$ cat src/rtl/pipe_reg_hs_pkg.sv
// Shared definitions for the handshaked pipeline register family.
// Carries the default beat widths, the NOP/initial value that empty
// pipeline slots present, and the occupancy state encodings used by the
// control FSM in pipe_reg_hs.
package pipe_reg_hs_pkg;

    // Default instruction/payload width and the value an empty slot shows.
    localparam int              LENGTH      = 32;
    localparam logic [31:0]     INITIAL_VAL = 32'h0000_0000;

    // Default PC field width and the resulting full beat width.
    localparam int              PC_LENGTH   = 32;
    localparam int              BEAT_LENGTH = LENGTH + PC_LENGTH;

    // Occupancy states: the encoding equals the number of held entries.
    typedef enum logic [1:0] {
        ST_EMPTY = 2'd0,
        ST_ONE   = 2'd1,
        ST_TWO   = 2'd2
    } occ_state_t;

    // A zero-width PC field is carried as a single constant-zero bit so
    // that port declarations stay legal.
    function automatic int pc_width_eff(input int pc_w);
        return (pc_w > 0) ? pc_w : 1;
    endfunction

endpackage

$ cat src/rtl/pipe_reg_hs_if.sv
// Bundle of the upstream and downstream handshake signals of
// pipe_reg_hs, plus flush and the occupancy debug output.
//   slave  : view of the pipeline register itself
//   master : view of the environment driving it (stages around it)
// Signals:
//   flush                      discard held and incoming beats
//   in_valid/in_ready          upstream handshake
//   in_data/in_pc              upstream beat
//   out_valid/out_ready        downstream handshake
//   out_data/out_pc            downstream beat
//   occupancy                  held entries (0..2)
// With PC_W = 0 the pc signals shrink to one bit that always reads zero.
interface pipe_reg_hs_if
    import pipe_reg_hs_pkg::*;
#(
    parameter int DATA_W = LENGTH,
    parameter int PC_W   = PC_LENGTH
);

    localparam int PCW = pc_width_eff(PC_W);

    logic              flush;
    logic              in_valid;
    logic              in_ready;
    logic [DATA_W-1:0] in_data;
    logic [PCW-1:0]    in_pc;
    logic              out_valid;
    logic              out_ready;
    logic [DATA_W-1:0] out_data;
    logic [PCW-1:0]    out_pc;
    logic [1:0]        occupancy;

    modport slave (
        input  flush, in_valid, in_data, in_pc, out_ready,
        output in_ready, out_valid, out_data, out_pc, occupancy
    );

    modport master (
        output flush, in_valid, in_data, in_pc, out_ready,
        input  in_ready, out_valid, out_data, out_pc, occupancy
    );

endinterface

$ cat src/rtl/pipe_reg_hs_slot.sv
// pipe_slot: one valid + data + pc register of the pipeline register.
// Clearing (or reset) empties the slot and parks the data at NOP_VAL and
// the pc at zero, so an empty slot never shows stale contents.
// Ports:
//   clk, rst              clock, synchronous active-high reset
//   clear                 empty the slot (wins over load)
//   load                  capture load_data/load_pc and mark valid
//   load_data, load_pc    beat to capture
//   valid, data, pc       slot contents
module pipe_slot
    import pipe_reg_hs_pkg::*;
#(
    parameter int                DATA_W  = LENGTH,
    parameter int                PC_W    = PC_LENGTH,
    parameter logic [DATA_W-1:0] NOP_VAL = DATA_W'(INITIAL_VAL)
) (
    input  logic              clk,
    input  logic              rst,
    input  logic              clear,
    input  logic              load,
    input  logic [DATA_W-1:0] load_data,
    input  logic [PC_W-1:0]   load_pc,
    output logic              valid,
    output logic [DATA_W-1:0] data,
    output logic [PC_W-1:0]   pc
);

    always_ff @(posedge clk) begin
        if (rst || clear) begin
            valid <= 1'b0;
            data  <= NOP_VAL;
            pc    <= '0;
        end else if (load) begin
            valid <= 1'b1;
            data  <= load_data;
            pc    <= load_pc;
        end
    end

endmodule

$ cat src/rtl/pipe_reg_hs.sv
// pipe_reg_hs: valid/ready pipeline register carrying an instruction and
// its PC between two stages (IF/ID first, also usable for ID/EX, EX/MEM).
// With SKID_EN = 1 a main + skid slot pair lets in_ready come straight
// from a flop, so there is no combinational path from out_ready back to
// in_ready. With SKID_EN = 0 only the main slot is used and in_ready is
// !out_valid | out_ready. A synchronous flush empties the register and
// drops any beat offered in the same cycle (a NOP bubble for redirects).
// Ports:
//   clk, rst     clock (rising edge), synchronous active-high reset
//   bus          pipe_reg_hs_if slave view: flush, in_* handshake and
//                beat, out_* handshake and beat, occupancy
module pipe_reg_hs
    import pipe_reg_hs_pkg::*;
#(
    parameter int                DATA_W  = LENGTH,
    parameter int                PC_W    = PC_LENGTH,
    parameter logic [DATA_W-1:0] NOP_VAL = DATA_W'(INITIAL_VAL),
    parameter int                SKID_EN = 1
) (
    input  logic         clk,
    input  logic         rst,
    pipe_reg_hs_if.slave bus
);

    localparam int PCW = pc_width_eff(PC_W);

    occ_state_t        state_q;
    occ_state_t        state_d;
    logic              in_ready_q;
    logic              in_ready;
    logic              in_xfer;
    logic              out_xfer;

    logic              main_load;
    logic              main_clear;
    logic              skid_load;
    logic              skid_clear;
    logic [DATA_W-1:0] main_src_data;
    logic [PCW-1:0]    main_src_pc;
    logic [PCW-1:0]    in_pc_eff;

    logic              main_valid;
    logic [DATA_W-1:0] main_data;
    logic [PCW-1:0]    main_pc;
    logic              skid_valid;
    logic [DATA_W-1:0] skid_data;
    logic [PCW-1:0]    skid_pc;

    // A removed PC field is forced to zero so out_pc can never carry junk.
    generate
        if (PC_W == 0) begin : g_no_pc
            assign in_pc_eff = '0;
        end else begin : g_pc
            assign in_pc_eff = bus.in_pc;
        end
    endgenerate

    // Skid mode uses the registered ready; flat mode must look at
    // out_ready combinationally to stream at full rate with one slot.
    assign in_ready = (SKID_EN != 0) ? in_ready_q : (!main_valid || bus.out_ready);

    assign in_xfer  = bus.in_valid && in_ready;
    assign out_xfer = main_valid && bus.out_ready;

    // Occupancy FSM register; in_ready_q is updated at the same edge so it
    // drops exactly when the register becomes full.
    always_ff @(posedge clk) begin
        if (rst) begin
            state_q    <= ST_EMPTY;
            in_ready_q <= 1'b1;
        end else begin
            state_q    <= state_d;
            in_ready_q <= (state_d != ST_TWO);
        end
    end

    // Next-state and slot control. The main slot normally loads from the
    // input; when draining from TWO it takes the older beat from the skid
    // slot instead, which keeps delivery strictly in order.
    always_comb begin
        state_d       = state_q;
        main_load     = 1'b0;
        main_clear    = 1'b0;
        skid_load     = 1'b0;
        skid_clear    = 1'b0;
        main_src_data = bus.in_data;
        main_src_pc   = in_pc_eff;

        if (bus.flush) begin
            state_d    = ST_EMPTY;
            main_clear = 1'b1;
            skid_clear = 1'b1;
        end else begin
            case (state_q)
                ST_EMPTY: begin
                    if (in_xfer) begin
                        state_d   = ST_ONE;
                        main_load = 1'b1;
                    end
                end
                ST_ONE: begin
                    if (in_xfer && out_xfer) begin
                        main_load = 1'b1;
                    end else if (in_xfer && (SKID_EN != 0)) begin
                        state_d   = ST_TWO;
                        skid_load = 1'b1;
                    end else if (out_xfer) begin
                        state_d    = ST_EMPTY;
                        main_clear = 1'b1;
                    end
                end
                ST_TWO: begin
                    if (out_xfer) begin
                        state_d       = ST_ONE;
                        main_load     = 1'b1;
                        main_src_data = skid_data;
                        main_src_pc   = skid_pc;
                        skid_clear    = 1'b1;
                    end
                end
                default: begin
                    state_d    = ST_EMPTY;
                    main_clear = 1'b1;
                    skid_clear = 1'b1;
                end
            endcase
        end
    end

    pipe_slot #(
        .DATA_W  (DATA_W),
        .PC_W    (PCW),
        .NOP_VAL (NOP_VAL)
    ) u_main (
        .clk       (clk),
        .rst       (rst),
        .clear     (main_clear),
        .load      (main_load),
        .load_data (main_src_data),
        .load_pc   (main_src_pc),
        .valid     (main_valid),
        .data      (main_data),
        .pc        (main_pc)
    );

    pipe_slot #(
        .DATA_W  (DATA_W),
        .PC_W    (PCW),
        .NOP_VAL (NOP_VAL)
    ) u_skid (
        .clk       (clk),
        .rst       (rst),
        .clear     (skid_clear),
        .load      (skid_load),
        .load_data (bus.in_data),
        .load_pc   (in_pc_eff),
        .valid     (skid_valid),
        .data      (skid_data),
        .pc        (skid_pc)
    );

    assign bus.in_ready  = in_ready;
    assign bus.out_valid = main_valid;
    assign bus.out_data  = main_data;
    assign bus.out_pc    = main_pc;
    assign bus.occupancy = {1'b0, main_valid} + {1'b0, skid_valid};

endmodule

$ cat src/flat_wrapper.sv
// flat-port wrapper written by rule: the top's interface ports become plain ports
module pipe_reg_hs_flat import pipe_reg_hs_pkg::*;
#(
    parameter int                DATA_W  = LENGTH,
    parameter int                PC_W    = PC_LENGTH,
    parameter logic [DATA_W-1:0] NOP_VAL = DATA_W'(INITIAL_VAL),
    parameter int                SKID_EN = 1
)
  (clk, rst, bus_flush, bus_in_valid, bus_in_data, bus_in_pc, bus_out_ready, bus_in_ready, bus_out_valid, bus_out_data, bus_out_pc, bus_occupancy);
  pipe_reg_hs_if #(.DATA_W(DATA_W), .PC_W(PC_W)) bus_i ();
  input  logic clk;
  input  logic rst;
  input wire logic [$bits(bus_i.flush)-1:0] bus_flush;
  input wire logic [$bits(bus_i.in_valid)-1:0] bus_in_valid;
  input wire logic [$bits(bus_i.in_data)-1:0] bus_in_data;
  input wire logic [$bits(bus_i.in_pc)-1:0] bus_in_pc;
  input wire logic [$bits(bus_i.out_ready)-1:0] bus_out_ready;
  output wire logic [$bits(bus_i.in_ready)-1:0] bus_in_ready;
  output wire logic [$bits(bus_i.out_valid)-1:0] bus_out_valid;
  output wire logic [$bits(bus_i.out_data)-1:0] bus_out_data;
  output wire logic [$bits(bus_i.out_pc)-1:0] bus_out_pc;
  output wire logic [$bits(bus_i.occupancy)-1:0] bus_occupancy;
  assign bus_i.flush = bus_flush;
  assign bus_i.in_valid = bus_in_valid;
  assign bus_i.in_data = bus_in_data;
  assign bus_i.in_pc = bus_in_pc;
  assign bus_i.out_ready = bus_out_ready;
  assign bus_in_ready = bus_i.in_ready;
  assign bus_out_valid = bus_i.out_valid;
  assign bus_out_data = bus_i.out_data;
  assign bus_out_pc = bus_i.out_pc;
  assign bus_occupancy = bus_i.occupancy;
  pipe_reg_hs #(.DATA_W(DATA_W), .PC_W(PC_W), .NOP_VAL(NOP_VAL), .SKID_EN(SKID_EN)) u_core (.clk(clk), .rst(rst), .bus(bus_i));
endmodule
$ cat config.mk
export PLATFORM = sky130hd
export DESIGN_NAME = pipe_reg_hs_flat
export DESIGN_NICKNAME = d
export VERILOG_FILES = /design/src/rtl/pipe_reg_hs_pkg.sv /design/src/rtl/pipe_reg_hs_if.sv /design/src/rtl/pipe_reg_hs_slot.sv /design/src/rtl/pipe_reg_hs.sv /design/src/flat_wrapper.sv
export SDC_FILE = /design/constraint.sdc
export NUM_CORES = 1
export LEC_CHECK = 0
export CAP_MARGIN = 20
export CORE_UTILIZATION = 47
export CTS_BUF_LIST = sky130_fd_sc_hd__clkbuf_8
export CTS_CLUSTER_SIZE = 30
export DETAILED_ROUTE_END_ITERATION = 10
export PLACE_DENSITY = 0.79
export SYNTH_ARGS = -nofsm -noshare
export SYNTH_HDL_FRONTEND = slang
export SYNTH_HIERARCHICAL = 1
export SYNTH_SLANG_ARGS = --single-unit
$ cat constraint.sdc
create_clock -name clk -period 1.65 [get_ports clk]
set_input_delay 0.33 -clock clk [delete_from_list [all_inputs] [get_ports clk]]
set_output_delay 0.33 -clock clk [all_outputs]
set_load 0.005 [all_outputs]
==> results_dict.tcl <==
set metrics [dict create \
    yosysSeqAreaShare_pct 44.8 \
    syn_area_um2 5950 \
    cts_tree "done" \
    dp_hpwl_um 8750 \
    cts_buffer_depth 2 \
    io_buffers 136 \
    cts.htree.levels 4 \
    hold_viol 0 \
    pre_cts_slack_ns -0.622 \
    slew_headroom_pct 71.9 \
    status "complete, but fails checks" \
    cellInternalPower_uw 4960 \
    hold_class "input pin to register" \
    die_y_um 114 \
    grt_pass1_vias 4540 \
    rows 40 \
    ys_types 34 \
    p_total_uw 6520 \
    initial_core_util_pct 48.9 \
    dp_cells 819 \
    maxCapViolations 0 \
    grt_pass1_wl_um 22000 \
    yosys-top-cells-area "dfxtp_1 (45%), mux2i_1 (22%), mux2_4 (13%), nor2_1 (8.3%), buf_6 (4.7%)" \
    rrSetupSlack_ns -0.13 \
    p_comb_share_pct 13.7 \
    ys_seq_elements 133 \
    wl_per_cell_um 17.0 \
    gr-total-overflow 0 \
    cp-end-kind "register" \
    yosysWarnings 6 \
    io_pins 137 \
    multi_input_area_um2 2990 \
    p_per_area_nw_per_um2 773 \
    synth_top_area_share_pct 44.8 \
    seqCellArea_um2 2700 \
    pwr-share-seq_pct 50.4 \
    die_w_um 114 \
    drive_gt1_share_pct 24.8 \
    antenna_found_initial 0 \
    synthCells 521 \
    num_vias 4411 \
    fin_cells 866 \
    crit_arrival_ns 2.12 \
    worst-setup-path-type "register to register" \
    numCtsBuffers 17 \
    layout_commonest_cell "nor2_1" \
    dieArea_um2 13100 \
    period_minus_slack_ns 1.78 \
    critPathLaunchType "register" \
    placeableCoreArea_um2 12200 \
    post-route-period-util_pct 108 \
    power.share.clock_pct 35.9 \
    cts.sinks 133 \
    violations "setup timing" \
    syn_avg_cell_area_um2 11.4 \
    max-vdd-ir-drop_v 0.000538 \
    setup_violations 73 \
    grt_max_degree 37 \
    fmax_mhz 563 \
    nets 759 \
    avgViaCountPerCell 5.09 \
    skew_ns 0.00975 \
    cp_max_fo 8 \
    synthesis.nets 591 \
    critical_path_required_ns 1.99 \
    gp_congestion 0.814 \
    netSwitchingFraction_pct 23.8 \
    worst_slack_ns -0.125 \
    ant_nets 0 \
    yosysTopAreaCell "dfxtp_1" \
    cts_root_buf "clkbuf_8" \
    tightest_slew_ns 0.420 \
    grt_usage_pct 22.1 \
    clock_latency_ns 0.45 \
    drtIter0Drc 183 \
    slew_violations 0 \
    drtPass1Iterations 4 \
    p_leak_uw 0.00375 \
    drc 0 \
    cts.clk_slew.worst_paths_ns 0.07 \
    drt-total-wl_um 14700 \
    grt_setup_unrepaired "yes" \
    power_switching_uw 1550 \
    area_growth_pct 41.7 \
    layout_common_cells "nor2_1 (131), mux2i_1 (123), dfxtp_1 (108)" \
    fillers 908 \
    diodes 0 \
]
==> final timing paths <==
path	start	cells after the start	endpoint
max reg2reg	u_core/bus.in_ready	7	u_core/u_main/pc[12]
min reg2reg	u_core/u_main/pc[28]	2	u_core/u_main/pc[28]
max	u_core/bus.in_ready	7	u_core/u_main/pc[12]
min	bus_out_ready	4	u_core/state_q[0]
==> per-layer routing <==
layer / track usage (%) / wire [um]
met1: 24.8 / 6190
met2: 39.0 / 7410
met3: 5.51 / 877
met4: 10.7 / 214
met5: 0 / 0
==> cells in the mapped netlist <==
library cell  number
nand4bb_1          1
and2_1             1
mux2_1            10
buf_6             25
buf_4              1
nand4b_1           1
a211o_1            1
buf_2              3
mux2_4            50
or3_1              1
and4b_1            1
nand2_1            3
a31oi_1            1
o21bai_1           1
mux2i_1          128
buf_8              5
nand4_1            1
ha_1               1
inv_1              1
nor4_1             2
nor2_1           132
nand3_1            1
nand4b_4           1
mux2_2             4
nand2b_1           1
o21ai_0            1
nor2_8             1
or2_1              2
a21oi_1            2
dfxtp_1          133
or4_1              1
clkbuf_1           2
a211oi_1           1
nor3_1             1
==> stage by stage <==
step | setup TNS (ns) | utilization (%) | hold slack (ns) | area [um2]
after detailed placement | -66.75 | 61.9 | 0.478 | 7520
final | -4.68 | 69.3 | 0.388 | 8430
after global placement | -61.33 | 61.9 | 0.458 | 7520
after floorplan | -1.52 | - | 0.409 | 5980
after global routing | -12.42 | 69.3 | 0.383 | 8430
after CTS | -2.53 | 67.1 | 0.364 | 8160
==> cell type report <==
type | instances | area share, %
inverter | 1 | 0.0445
multi-input combinational | 351 | 35.4
tap | 168 | 2.49
sequential | 133 | 32.0
timing repair buffer | 185 | 26.2
clock buffer | 18 | 2.94
clock inverter | 10 | 0.846
==> cell families after synthesis <==
logic type,Yosys count,synth area share [%]
adder cells (fa/ha/maj),1,0.210
AND/OR/NAND/NOR,151,10.9
AO/OA/AOI/OAI,7,0.757
multiplexers,192,36.8
flip-flops,133,44.8
buffers and inverters,37,6.56
==> critical path, stage by stage (launching register included) <==
cell,delay [ns]
dfxtp_2,0.35
nand2_2,0.07
or3_4,0.38
a31oi_4,0.25
buf_6,0.17
buf_12,0.15
mux2i_1,0.23
nor2_1,0.07
==> repair_timing <==
item / 4_1_cts / 5_1_grt
setup endpoints to repair: 151 / 160
hold buffers: 0 / 0
buffers inserted: 6 / 3
resized for setup: 75 / 56
cloned: 6 / 8
pin swaps: 1 / 19
==> flip-flops by register name (all words and copies together) (netlist names) <==
| register | cells |
|---|---|
| u_core/u_skid/data | 32 |
| u_core/u_main/data | 32 |
| u_core/u_skid/pc | 32 |
| u_core/u_skid/valid | 1 |
| u_core/u_main/valid | 1 |
| u_core/u_main/pc | 32 |
| u_core/bus.in_ready | 1 |
| u_core/state_q | 2 |
==> power groups by stage <==
stage / Combinational [uW] / Sequential (uW) / Clock, uW
2_1_floorplan: 420 / 3360 / 0
3_3_place_gp: 741 / 3360 / 0
3_5_place_dp: 760 / 3360 / 0
4_1_cts: 882 / 3290 / 2390
5_1_grt: 944 / 3290 / 2530
6_report: 895 / 3290 / 2340
Power figures use the tool's default switching activity.
